$ cat src/rtl/block_feeder.sv
// rtl/block_feeder.sv - packs a word stream into 8x8 blocks and sequences the engine start handshake
// Define BLOCK_FEEDER_PINGPONG_EN for two ping-pong banks; otherwise a single bank is used.
module block_feeder #(
    parameter int DATA_W      = 32,
    parameter int BLOCK_WORDS = 64,
    parameter int CNT_W       = 16
) (
    input  logic              clk,
    input  logic              rst_n,
    input  logic              s_valid,
    output logic              s_ready,
    input  logic [DATA_W-1:0] s_data,
    input  logic              s_last,
    input  logic [7:0]        rd_addr,
    output logic [DATA_W-1:0] rd_data,
    input  logic [3:0]        eng_state,
    output logic              start,
    output logic [CNT_W-1:0]  blocks_done,
    output logic              err_last
);
    localparam int              IDX_W    = $clog2(BLOCK_WORDS);
    localparam logic [IDX_W-1:0] LAST_IDX = IDX_W'(BLOCK_WORDS - 1);
    localparam logic [7:0]      ADDR_LIM = 8'(BLOCK_WORDS);
    localparam logic [3:0]      ENG_IDLE    = 4'd0;
    localparam logic [3:0]      ENG_PROCESS = 4'd2;
    localparam logic [3:0]      ENG_DONE    = 4'd4;
`ifdef BLOCK_FEEDER_PINGPONG_EN
    localparam logic PINGPONG = 1'b1;
`else
    localparam logic PINGPONG = 1'b0;
`endif

    typedef enum logic [1:0] {F_IDLE, F_ARM, F_RUN, F_DROP} fstate_t;

    fstate_t                  state, next_state;
    logic [DATA_W-1:0]        mem [0:1][0:BLOCK_WORDS-1];
    logic [BLOCK_WORDS-1:0]   bitmap [0:1];
    logic [1:0]               full, full_n;
    logic                     wr_sel, wr_sel_n, rd_sel, rd_sel_n;
    logic [IDX_W-1:0]         wr_idx;
    logic                     xfer, close, release_bank, start_d, count_en;

    assign xfer         = s_valid && s_ready;
    assign close        = xfer && (s_last || wr_idx == LAST_IDX);
    assign release_bank = (state == F_ARM) && (eng_state == ENG_PROCESS);

    // Release always targets rd_sel and a close always targets the non-full fill bank, so they never collide.
    always_comb begin
        full_n = full;
        if (release_bank) full_n[rd_sel] = 1'b0;
        if (close)        full_n[wr_sel] = 1'b1;
        wr_sel_n = wr_sel ^ (close & PINGPONG);
        rd_sel_n = rd_sel ^ (release_bank & PINGPONG);
    end

    always_ff @(posedge clk) begin
        if (!rst_n) begin
            full      <= '0;
            wr_sel    <= 1'b0;
            rd_sel    <= 1'b0;
            wr_idx    <= '0;
            s_ready   <= 1'b1;
            err_last  <= 1'b0;
            bitmap[0] <= '0;
            bitmap[1] <= '0;
        end else begin
            full    <= full_n;
            wr_sel  <= wr_sel_n;
            rd_sel  <= rd_sel_n;
            s_ready <= !full_n[wr_sel_n];
            if (release_bank) bitmap[rd_sel] <= '0;
            if (xfer) begin
                bitmap[wr_sel][wr_idx] <= 1'b1;
                wr_idx <= close ? '0 : wr_idx + 1'b1;
                if (s_last != (wr_idx == LAST_IDX)) err_last <= 1'b1;
            end
        end
    end

    always_ff @(posedge clk) begin
        if (xfer) mem[wr_sel][wr_idx] <= s_data;
    end

    // Unwritten words read as zero so a short block is zero-padded to 64 words.
    always_comb begin
        rd_data = '0;
        if (rd_addr < ADDR_LIM && bitmap[rd_sel][rd_addr[IDX_W-1:0]])
            rd_data = mem[rd_sel][rd_addr[IDX_W-1:0]];
    end

    always_ff @(posedge clk) begin
        if (!rst_n) begin
            state       <= F_IDLE;
            start       <= 1'b0;
            blocks_done <= '0;
        end else begin
            state       <= next_state;
            start       <= start_d;
            blocks_done <= blocks_done + CNT_W'(count_en);
        end
    end

    always_comb begin
        next_state = state;
        case (state)
            F_IDLE:  if (full[rd_sel] && eng_state == ENG_IDLE) next_state = F_ARM;
            F_ARM:   if (eng_state == ENG_PROCESS)              next_state = F_RUN;
            F_RUN:   if (eng_state == ENG_DONE)                 next_state = F_DROP;
            F_DROP:  if (eng_state == ENG_IDLE)                 next_state = F_IDLE;
            default: next_state = F_IDLE;
        endcase
    end

    // start falls on the same edge that observes DONE, guaranteeing a low period before re-arming.
    always_comb begin
        start_d  = (state == F_ARM) || (state == F_RUN && eng_state != ENG_DONE);
        count_en = (state == F_RUN) && (eng_state == ENG_DONE);
    end
endmodule

$ cat config.mk
export PLATFORM = sky130hd
export DESIGN_NAME = block_feeder
export DESIGN_NICKNAME = d
export VERILOG_FILES = /design/src/rtl/block_feeder.sv
export SDC_FILE = /design/constraint.sdc
export NUM_CORES = 2
export LEC_CHECK = 0
export CAP_MARGIN = 20
export CORE_MARGIN = 2
export CORE_UTILIZATION = 45
export DETAILED_ROUTE_END_ITERATION = 12
export GPL_ROUTABILITY_DRIVEN = 0
export REMOVE_ABC_BUFFERS = 1
export SLEW_MARGIN = 20
export SYNTH_ARGS = -nofsm -noshare
export SYNTH_HDL_FRONTEND = slang
export SYNTH_MEMORY_MAX_BITS = 65536
export SYNTH_SLANG_ARGS = --single-unit
$ cat constraint.sdc
create_clock -name clk -period 4.9 [get_ports clk]
set_clock_uncertainty 0.15 [all_clocks]
set_input_delay 0.735 -clock clk [delete_from_list [all_inputs] [get_ports clk]]
set_output_delay 0.735 -clock clk [all_outputs]
set_load 0.005 [all_outputs]
==> results.tsv <==
metric	value	unit
hold_class	input port to flop	
drc	0	
synthArstFlopShare	0	
critPathMaxFanout	26	
path_clk_slew	0.06	ns
outcome	finished clean	
hold_violations	0	
yosysTopAreaCell	edfxtp_1	
io_pins	99	
start_util	0.4532	
fp.dieW	430.9	µm
wl_per_cell	33.37	µm
die_height	430.9	µm
wirelength	220800	µm
min_period	4.812	ns
drtIter0Drc	5049	
rr_endpoint	mem[0][1103]	
num-fill-cells	13910	
final_util	0.5223	
cts_sinks	2140	
path_cells	clkdlybuf4s50_1 -> buf_4 -> nand2_1 -> buf_4 -> buf_4 -> a21oi_2 -> nor4_1 -> buf_4 -> nor2_1 -> clkdlybuf4s50_1	
max_stage_delay	0.57	ns
slew_violations	0	
finalSetupViolCount	0	
ys_warn_count	0	
vias	41370	
p_leak	29.25	nW
fin_ws	0.08753	ns
power	37.81	mW
via_per_inst	6.251	
max_freq	0.2078	GHz
mostFrequentLayoutCells	edfxtp_1 (2,112), mux4_2 (526), a22oi_1 (233)	
synth_edf_count	2112	
coreArea	180900	µm²
rows	156	
antenna_cells	0	
antenna_left	0	
worst-r2r-cell-count	5	
yosys_register_bits	2140	
area_delta_synth_final	15.23	%
ir_drop	0.3661	mV
synth_top_area_frac	0.7734	
grt_use_total	0.2384	
dr.pass1.iters	6	
crit_arrival	3.93	ns
clockBufferDepth	3	
final_nets	4125	
hpwl	126100	µm
synth-main-ff-cell	edfxtp_1	
hold_slack	0.2639	ns
worstMarginPinSlew	1.112	ns
synthCells	3752	
r2r_slack	1.61	ns
drive_above_1_share	0.2844	
crit_top_cell	buf_4	
grt_max_degree	65	
required	4.01	ns
syn_area_per_cell	21.86	µm²
powerDensity	400.1	nW/µm²
criticalPathCategory	input port to primary output	
cts_buffers	208	
h-tree-depth	4	
grt_pass1_vias	41270	
cts-root-buf	clkbuf_16	
antenna_found_initial	11	
start_kind	input port	
syn_area	82000	µm²
holdPathEnd	mem[0][170]	
grt_pass1_wl	311300	µm
crit_slowest_cell	clkdlybuf4s50_1	
slew_headroom	0.2564	
dieArea	185700	µm²
io_buffers	98	
min-delay-start	s_data[10]	
layout_commonest_cell	edfxtp_1	
reg2reg_from	wr_idx[2]	
post-route-period-util	0.9821	
cts_tree	done	
synth_cell_types	47	
yosys-top-cells-area	edfxtp_1 (77%), mux4_2 (14%), a22oi_1 (2.1%)	
cap_violations	0	
yosysSeqAreaShare	0.7802	
pre_cts_slack	-0.1143	ns
hold_depth	1	
clk_latency	0.86	ns
grt_remaining_overflow	0	
cts_hold_buf	0	
rsz0062_at_grt	no	
crit_path_end_kind	primary output	
-- synthesized netlist by cell type, types with 3 or more instances --
cell type and instances:
nand3b_1 3, o21ai_0 67, mux2_2 3, a2111oi_0 3, nor2b_1 8, or2_2 3
xor2_1 13, clkbuf_1 127, xnor2_1 6, nand3_1 26, mux2i_1 21, dfxtp_1 28
inv_1 10, nor3_1 47, nor4_1 30, nand2_1 37, edfxtp_1 2112, a211oi_1 6
and3_1 6, buf_2 45, buf_6 14, buf_1 32, a22oi_1 233, nand4_1 4
buf_4 29, a21oi_1 127, o211ai_1 3, nor2_1 146, mux4_2 526, and2_1 7
ha_1 8
-- registers in the layout (all words and copies together) (netlist names) --
register,flops
bitmap,64
s_ready,1
err_last,1
wr_idx,6
state,2
mem,2048
start,1
blocks_done,16
full,1
-- cell type report --
type	count	area (µm²)	share of cell area
sequential	2140	63980	0.6771
multi-input combinational	1354	17320	0.1833
clock buffer	254	5419	0.05735
timing repair buffer	354	3506	0.03710
tap	2370	2965	0.03138
clock inverter	134	1264	0.01337
inverter	11	41.29	0.0004369
-- timing repair --
item	CTS	global route
gates resized for setup	4	2
buffers inserted	4	0
pin swaps	1	0
gates cloned	0	0
endpoints found under the setup margin	22	3
-- power by group --
group | total [mW] | internal, mW | leakage (nW) | switching, mW
clock network | 15.8 | 8.97 | 3.29 | 6.85
registers | 20.2 | 20.2 | 19.3 | 0.0190
logic | 1.80 | 0.705 | 6.65 | 1.10
-- metrics by stage --
step / area, µm² / TNS, ns / std cells
floorplan: 80810 / -50.67 / 3505
global placement: 87680 / -0.2079 / 6225
detailed placement: 87680 / -0.2455 / 6225
CTS: 94420 / 0 / 6617
global route: 94500 / 0 / 6617
finish: 94500 / 0 / 6617
-- critical path, delay by kind of cell --
family                 cells  cell delay, ns
AOI/OAI and AO/OA          1            0.41
buffers and inverters      6            2.23
and+or+nand+nor            3            0.47
-- how the worst max path moves through the flow --
| stage | start | end | slack (ns) | cells past startpoint |
|---|---|---|---|---|
| after detailed placement | rd_addr[4] | rd_data[30] | -0.11 | 10 |
| after floorplan | rd_addr[1] | rd_data[8] | -1.70 | 6 |
| after global placement | rd_addr[0] | rd_data[13] | -0.11 | 10 |
| after global routing | rd_addr[4] | rd_data[30] | 0.09 | 10 |
| final | rd_addr[4] | rd_data[30] | 0.09 | 10 |
| after CTS | rd_addr[0] | rd_data[17] | 0.03 | 9 |
-- metal layers --
layer / vias up / track usage / part of all wire
met5: - / 0 / 0.00010
met4: 4 / 0.05999 / 0.024
met3: 290 / 0.03903 / 0.077
met2: 1853 / 0.3857 / 0.49
met1: 22680 / 0.3407 / 0.41
li1: 16540 / - / -
-- cell families after synthesis --
logic type	synth area share
compound gates	0.03570
xor+xnor	0.002029
fa+ha+maj	0.001221
buf+inv	0.01511
flops	0.7802
mux	0.1474
simple gates	0.01828
Power figures use the tool's default switching activity.
